--- config.mk ---
export PLATFORM = sky130hd
export DESIGN_NAME = vin_adcscan_flat
export DESIGN_NICKNAME = d
export VERILOG_FILES = /design/src/rtl/vin_adcscan_pkg.sv /design/src/rtl/vin_adcscan_if.sv /design/src/rtl/vin_adcscan_acc.sv /design/src/rtl/vin_adcscan.sv /design/src/flat_wrapper.sv
export SDC_FILE = /design/constraint.sdc
export NUM_CORES = 1
export LEC_CHECK = 0
export BUFFER_PORTS_ARGS = -buffer_cell sky130_fd_sc_hd__buf_2
export CORE_MARGIN = 3
export CORE_UTILIZATION = 57
export CTS_CLUSTER_DIAMETER = 150
export DETAILED_ROUTE_END_ITERATION = 12
export PLACE_DENSITY = 0.89
export SYNTH_ARGS = -nofsm -noshare
export SYNTH_HDL_FRONTEND = slang
export SYNTH_SLANG_ARGS = --single-unit
--- constraint.sdc ---
create_clock -name clk -period 6.7 [get_ports clk]
set_input_delay 1.005 -clock clk [delete_from_list [all_inputs] [get_ports clk]]
set_output_delay 1.005 -clock clk [all_outputs]
set_load 0.02 [all_outputs]
--- src/rtl/vin_adcscan_pkg.sv ---
// Shared types and constants for the round-robin ADC scan sequencer.
package vin_adcscan_pkg;

    localparam int CH_HW_W = 5;

    typedef enum logic [1:0] {
        IDLE,
        ISSUE,
        WAIT
    } state_t;

    function automatic int clog2(input int value);
        int r;
        r = 0;
        for (int i = 0; i < 31; i++) begin
            if ((1 << i) < value) begin
                r = i + 1;
            end
        end
        return r;
    endfunction

endpackage

--- src/rtl/vin_adcscan_if.sv ---
// Avalon-ST command/response pair between the scan sequencer and the ADC core.
interface vin_adcscan_if
    import vin_adcscan_pkg::*;
#(
    parameter int DATA_W = 12
);
    logic                cmd_valid;
    logic [CH_HW_W-1:0]  cmd_channel;
    logic                cmd_sop;
    logic                cmd_eop;
    logic                cmd_ready;
    logic                rsp_valid;
    logic [CH_HW_W-1:0]  rsp_channel;
    logic [DATA_W-1:0]   rsp_data;

    modport master (
        output cmd_valid, cmd_channel, cmd_sop, cmd_eop,
        input  cmd_ready, rsp_valid, rsp_channel, rsp_data
    );

    modport slave (
        input  cmd_valid, cmd_channel, cmd_sop, cmd_eop,
        output cmd_ready, rsp_valid, rsp_channel, rsp_data
    );
endinterface

--- src/rtl/vin_adcscan_acc.sv ---
// Oversampling accumulator: sums 2**AVG_LOG2 samples, flags the completing add.
module vin_adcscan_acc #(
    parameter int DATA_W   = 12,
    parameter int AVG_LOG2 = 2,
    localparam int ACC_W   = DATA_W + AVG_LOG2
) (
    input  logic              clk,
    input  logic              rst,
    input  logic              clr,
    input  logic              add,
    input  logic [DATA_W-1:0] din,
    output logic [ACC_W-1:0]  sum,
    output logic              done
);
    localparam int CNT_W = (AVG_LOG2 > 0) ? AVG_LOG2 : 1;

    logic [ACC_W-1:0] acc_q, acc_d;
    logic [CNT_W-1:0] cnt_q, cnt_d;
    logic             last;

    assign last = (cnt_q == CNT_W'((1 << AVG_LOG2) - 1));
    assign sum  = acc_q + ACC_W'(din);
    assign done = add && last;

    always_comb begin
        acc_d = acc_q;
        cnt_d = cnt_q;
        // the completing add hands its sum to the caller and restarts the window
        if (clr || (add && last)) begin
            acc_d = '0;
            cnt_d = '0;
        end else if (add) begin
            acc_d = sum;
            cnt_d = cnt_q + CNT_W'(1);
        end
    end

    always_ff @(posedge clk) begin
        if (rst) begin
            acc_q <= '0;
            cnt_q <= '0;
        end else begin
            acc_q <= acc_d;
            cnt_q <= cnt_d;
        end
    end

endmodule

--- src/rtl/vin_adcscan.sv ---
// Round-robin ADC scan sequencer: one command in flight, per-channel oversampled results.
//   state | meaning
//   IDLE  | scanning stopped, results held
//   ISSUE | command for channel FIRST_CH+idx presented until accepted
//   WAIT  | command accepted, awaiting matching response or timeout
module vin_adcscan
    import vin_adcscan_pkg::*;
#(
    parameter int NUM_CH   = 8,
    parameter int FIRST_CH = 1,
    parameter int DATA_W   = 12,
    parameter int AVG_LOG2 = 2,
    parameter int OUT_W    = 16,
    parameter int TIMEOUT  = 1023
) (
    input  logic                    clk,
    input  logic                    rst,
    input  logic                    enable,
    input  logic                    err_clr,
    vin_adcscan_if.master           adc,
    output logic [NUM_CH*OUT_W-1:0] adc_flat,
    output logic [NUM_CH-1:0]       ch_strobe,
    output logic                    scan_done,
    output logic                    timeout_err
);
    localparam int IDX_W = (NUM_CH > 1) ? clog2(NUM_CH) : 1;
    localparam int TMO_W = (clog2(TIMEOUT + 1) > 0) ? clog2(TIMEOUT + 1) : 1;
    localparam int ACC_W = DATA_W + AVG_LOG2;

    if (NUM_CH < 1 || NUM_CH > 16 || AVG_LOG2 < 0 || AVG_LOG2 > 4 ||
        OUT_W < DATA_W + AVG_LOG2) begin : g_param_err
        $error("vin_adcscan: illegal parameter combination");
    end

    state_t             state_q, state_d;
    logic [IDX_W-1:0]   idx_q, idx_d;
    logic [TMO_W-1:0]   tmo_q, tmo_d;
    logic [OUT_W-1:0]   slot_q [NUM_CH];
    logic [OUT_W-1:0]   slot_d [NUM_CH];
    logic [NUM_CH-1:0]  strobe_q, strobe_d;
    logic               scan_done_q, scan_done_d;
    logic               err_q, err_d;

    logic               acc_add, acc_clr, acc_done;
    logic [ACC_W-1:0]   acc_sum;
    logic [CH_HW_W-1:0] ch_hw;
    logic               rsp_match;
    logic               cmd_valid;

    assign ch_hw     = CH_HW_W'(FIRST_CH) + CH_HW_W'(idx_q);
    // stale responses from a dropped or reset command fail this compare
    assign rsp_match = adc.rsp_valid && (adc.rsp_channel == ch_hw);

    vin_adcscan_acc #(
        .DATA_W   (DATA_W),
        .AVG_LOG2 (AVG_LOG2)
    ) u_acc (
        .clk  (clk),
        .rst  (rst),
        .clr  (acc_clr),
        .add  (acc_add),
        .din  (adc.rsp_data),
        .sum  (acc_sum),
        .done (acc_done)
    );

    always_comb begin
        state_d     = state_q;
        idx_d       = idx_q;
        tmo_d       = tmo_q;
        slot_d      = slot_q;
        strobe_d    = '0;
        scan_done_d = 1'b0;
        err_d       = err_q && !err_clr;
        acc_add     = 1'b0;
        acc_clr     = 1'b0;
        cmd_valid   = 1'b0;

        case (state_q)
            IDLE: begin
                if (enable) state_d = ISSUE;
            end
            ISSUE: begin
                cmd_valid = 1'b1;
                if (adc.cmd_ready) begin
                    state_d = WAIT;
                    tmo_d   = '0;
                end
            end
            WAIT: begin
                tmo_d = tmo_q + TMO_W'(1);
                if (rsp_match) begin
                    acc_add = 1'b1;
                    if (acc_done) begin
                        for (int i = 0; i < NUM_CH; i++) begin
                            if (IDX_W'(i) == idx_q) begin
                                slot_d[i]   = OUT_W'(acc_sum);
                                strobe_d[i] = 1'b1;
                            end
                        end
                        if (idx_q == IDX_W'(NUM_CH - 1)) begin
                            idx_d       = '0;
                            scan_done_d = 1'b1;
                        end else begin
                            idx_d = idx_q + IDX_W'(1);
                        end
                    end
                    state_d = enable ? ISSUE : IDLE;
                end else if (tmo_q == TMO_W'(TIMEOUT)) begin
                    err_d   = 1'b1;
                    acc_clr = 1'b1;
                    state_d = enable ? ISSUE : IDLE;
                end
            end
            default: state_d = IDLE;
        endcase
    end

    always_ff @(posedge clk) begin
        if (rst) begin
            state_q     <= IDLE;
            idx_q       <= '0;
            tmo_q       <= '0;
            strobe_q    <= '0;
            scan_done_q <= 1'b0;
            err_q       <= 1'b0;
            for (int i = 0; i < NUM_CH; i++) slot_q[i] <= '0;
        end else begin
            state_q     <= state_d;
            idx_q       <= idx_d;
            tmo_q       <= tmo_d;
            strobe_q    <= strobe_d;
            scan_done_q <= scan_done_d;
            err_q       <= err_d;
            slot_q      <= slot_d;
        end
    end

    assign adc.cmd_valid   = cmd_valid;
    assign adc.cmd_channel = cmd_valid ? ch_hw : '0;
    assign adc.cmd_sop     = cmd_valid;
    assign adc.cmd_eop     = cmd_valid;

    for (genvar g = 0; g < NUM_CH; g++) begin : g_flat
        assign adc_flat[g*OUT_W +: OUT_W] = slot_q[g];
    end

    assign ch_strobe   = strobe_q;
    assign scan_done   = scan_done_q;
    assign timeout_err = err_q;

endmodule

--- src/flat_wrapper.sv ---
// flat-port wrapper written by rule: the top's interface ports become plain ports
module vin_adcscan_flat import vin_adcscan_pkg::*;
#(
    parameter int NUM_CH   = 8,
    parameter int FIRST_CH = 1,
    parameter int DATA_W   = 12,
    parameter int AVG_LOG2 = 2,
    parameter int OUT_W    = 16,
    parameter int TIMEOUT  = 1023
)
  (clk, rst, enable, err_clr, adc_flat, ch_strobe, scan_done, timeout_err, adc_cmd_valid, adc_cmd_channel, adc_cmd_sop, adc_cmd_eop, adc_cmd_ready, adc_rsp_valid, adc_rsp_channel, adc_rsp_data);
  vin_adcscan_if #(.DATA_W(DATA_W)) adc_i ();
  input  logic clk;
  input  logic rst;
  input  logic enable;
  input  logic err_clr;
  output logic [NUM_CH*OUT_W-1:0] adc_flat;
  output logic [NUM_CH-1:0] ch_strobe;
  output logic scan_done;
  output logic timeout_err;
  output wire logic [$bits(adc_i.cmd_valid)-1:0] adc_cmd_valid;
  output wire logic [$bits(adc_i.cmd_channel)-1:0] adc_cmd_channel;
  output wire logic [$bits(adc_i.cmd_sop)-1:0] adc_cmd_sop;
  output wire logic [$bits(adc_i.cmd_eop)-1:0] adc_cmd_eop;
  input wire logic [$bits(adc_i.cmd_ready)-1:0] adc_cmd_ready;
  input wire logic [$bits(adc_i.rsp_valid)-1:0] adc_rsp_valid;
  input wire logic [$bits(adc_i.rsp_channel)-1:0] adc_rsp_channel;
  input wire logic [$bits(adc_i.rsp_data)-1:0] adc_rsp_data;
  assign adc_cmd_valid = adc_i.cmd_valid;
  assign adc_cmd_channel = adc_i.cmd_channel;
  assign adc_cmd_sop = adc_i.cmd_sop;
  assign adc_cmd_eop = adc_i.cmd_eop;
  assign adc_i.cmd_ready = adc_cmd_ready;
  assign adc_i.rsp_valid = adc_rsp_valid;
  assign adc_i.rsp_channel = adc_rsp_channel;
  assign adc_i.rsp_data = adc_rsp_data;
  vin_adcscan #(.NUM_CH(NUM_CH), .FIRST_CH(FIRST_CH), .DATA_W(DATA_W), .AVG_LOG2(AVG_LOG2), .OUT_W(OUT_W), .TIMEOUT(TIMEOUT)) u_core (.clk(clk), .rst(rst), .enable(enable), .err_clr(err_clr), .adc(adc_i), .adc_flat(adc_flat), .ch_strobe(ch_strobe), .scan_done(scan_done), .timeout_err(timeout_err));
endmodule
==> results.ini <==
[status]
outcome=finished, final reports clean

[layout]
diodes=0
final_util_pct=70.5
syn_to_final_growth_pct=19.0
final_cell_mix=nand2_1 (180), dfxtp_1 (152), buf_2 (150)
nNetsFinal=947
final_common_cell=nand2_1
n_fill_cell=825
final_layout_size_suffix_gt1_share_pct=22.4

[power_and_ir_drop]
swShare_pct=24.1
intPower_mw=1.49
peakVddDrop_mv=0.183
clockPowerShare_pct=49.4
netSwitchingPower_mw=0.473
powerDensity_nw_per_um2=253
leakagePower_nw=3.26
pwr-share-seq_pct=46.3
p_total_mw=1.96
power_frac_comb_pct=4.3

[clocking]
post_cts_buffers=0
cts_buffer_depth=2
cts.sinks=152
htreeDepth=4
cts_hold_buf=0
clockRootBuffer=clkbuf_16
cts_tree=yes
clock_latency_ns=0.42
ctsResizeCount=0
clk_pin_slew_worst_paths_ns=0.07
numCtsBuffers=17

[sta]
post-route-min-period_ns=3.58
worst_slew_pin_slew_ns=1.33
rsz0062_at_grt=false
setup_viol=0
max_freq_ghz=0.280
fin_skew_ns=0.00903
finalHoldViolations=0
slew_headroom_pct=11.0
fin_crit_sh_pct=53.4
tns_ns=0
final_max_slew_viol_count=0

[critical_path]
worst_setup_path_start_kind=register
crit_path_end=u_core.adc_flat[0]
crit_path_max_fanout=16
end_kind=register
cp_cell_sequence=inv_1 -> ha_1 -> xnor2_1 -> nor4_4 -> nand4_2 -> nor3b_2 -> nand2_1 -> a21oi_1
cp_data_required_time_ns=7.04
rr_worst_depth=8
r2r-end=u_core.adc_flat[0]
critical_path_class=reg2reg
crit_family=simple AND/OR/NAND/NOR gates
cp_slowest_stage_delay_ns=0.85
cp.depth=8
crit_slowest_cell=nor3b_2
ff2ff_setup_slack_ns=3.12
cp-startpoint=u_core.idx_q[2]
cp.arrival_ns=3.92
r2r-start=u_core.idx_q[2]
worst-path-buf-inv=1

[synth]
synth_top_area_share_pct=46.7
syn_area_um2=6510
yosys.cell_types.count=51
yosys.area.top_type=dfxtp_1
async_flop_share_pct=0
yosys-top-cells-area=dfxtp_1 (47%), nand2_1 (10%), a21oi_1 (8.4%)
ys_ff_latch=152
synth_edf_count=0
avgSynthCellArea_um2=8.35
ys_warn_count=0
synth-seq-area-share_pct=46.7
synthCells=780
ys.flop_type=dfxtp_1

[routing]
route.detailed.drc=0
vias=5989
post_drt_wl_per_cell_um=17.0
drtIter0Drc=670
first_pass_iters=5
wl_um=17900
postRouteAntennaNets=0
vias_per_cell=5.67

[floorplan]
die-area_um2=12700
ios=169
die-width_um=113
rows=38
core_um2=11000
start_util_pct=59.3
die_h_um=113

[min_path]
hp-class=reg2reg

[grt]
grt_pass1_wl_um=27700
grt_max_degree=105
first_global_vias=5314
grt-ovfl-total=0
grt_use_total_pct=27.5
grt_antenna_before_repair=0

[placement]
post-dp-hpwl_um=11900
place.gp.congestion=0.931
io_buffers=151

[run]
max_cap_viol_count=0

area by class of cell:
cell class,count,area (um2),share of cell area [%]
inverters,8,30.0,0.388
clock buffers,18,429,5.54
repair buffers,156,796,10.3
multi-input cells,568,3110,40.1
flip-flops and latches,152,3040,39.3
clock inverters,14,164,2.12
well taps,140,175,2.26
how the worst min path moves through the flow:
stage / cells past startpoint / start / end
after global placement: 2 / u_core.adc_flat[9] / u_core.adc_flat[9]
after floorplan: 2 / u_core.u_acc.acc_q[9] / u_core.u_acc.acc_q[9]
after CTS: 2 / u_core.adc_flat[9] / u_core.adc_flat[9]
after global routing: 2 / u_core.adc_flat[37] / u_core.adc_flat[37]
final: 2 / u_core.adc_flat[9] / u_core.adc_flat[9]
after detailed placement: 2 / u_core.adc_flat[9] / u_core.adc_flat[9]
stage by stage:
step / cell area (um2) / std cells / setup WS (ns) / hold WS (ns)
2_1_floorplan: 6570 / 796 / 3.60 / 0.440
3_3_place_gp: 7150 / 1024 / 3.18 / 0.437
3_5_place_dp: 7150 / 1024 / 3.09 / 0.440
4_1_cts: 7750 / 1056 / 3.17 / 0.448
6_report: 7750 / 1056 / 3.12 / 0.449
5_1_grt: 7750 / 1056 / 2.79 / 0.472
layer usage:
metal / vias up / GRT usage [%] / share of wire [%]
met1: 2810 / 36.9 / 42
met4: 0 / 11.3 / 2.9
met3: 41 / 5.29 / 8.1
met5: - / 0 / 0
met2: 285 / 43.6 / 47
li1: 2853 / - / -
cells in the mapped netlist (2+ instances only):
cell       count
nand4_1        7
o21ai_0        6
o2111ai_1      2
nor2_1        75
nor2_4         4
nor3b_2        3
nand2b_1       3
inv_1          8
buf_4         29
nor3_1         4
xnor2_1       11
a22oi_1        3
and3_1         8
or2_2          4
or3_1          3
a21o_1         5
nor2b_1        4
buf_2         13
ha_1          20
a31o_2         2
a21oi_1      109
o31ai_1        8
a211oi_1      22
dfxtp_1      152
mux2i_1       10
a311oi_1       4
xor2_1         7
a31oi_1        2
nand3b_1       8
clkbuf_1      25
nand2_1      180
nand3_1       20
registers in the layout (all words and copies together), names as in the netlist:
| signal | cells |
|---|---|
| u_core.adc_flat | 112 |
| u_core.ch_strobe | 7 |
| u_core.idx_q | 3 |
| u_core.scan_done | 1 |
| u_core.state_q | 2 |
| u_core.timeout_err | 1 |
| u_core.tmo_q | 10 |
| u_core.u_acc.acc_q | 14 |
| u_core.u_acc.cnt_q | 2 |
power groups by stage:
stage,logic [mW],clock network [mW],registers [mW]
2_1_floorplan,0.0638,0,0.926
4_1_cts,0.0828,0.968,0.906
3_5_place_dp,0.0822,0,0.926
6_report,0.0847,0.967,0.906
5_1_grt,0.0912,1.01,0.905
3_3_place_gp,0.0810,0,0.926
cells by family after synthesis:
kind of cell	count (synthesis)	share of synthesized area (%)
flops	152	46.7
mux	10	1.54
buf+inv	76	6.42
simple gates	329	22.5
fa+ha+maj	21	4.15
compound gates	172	15.9
xor+xnor	19	2.67
other cells	1	0.0576
worst register-to-register path, delay by kind of cell, from the launching register on:
family                     cells  cell delay (ns)
and+or+nand+nor                4             1.95
xor gates and xnor gates       1             0.20
adders and majority gates      1             0.40
AOI/OAI and AO/OA              1             0.19
buffers and inverters          1             0.17
DFF                            1             0.61
No activity file was read; power rests on OpenSTA's default activity.
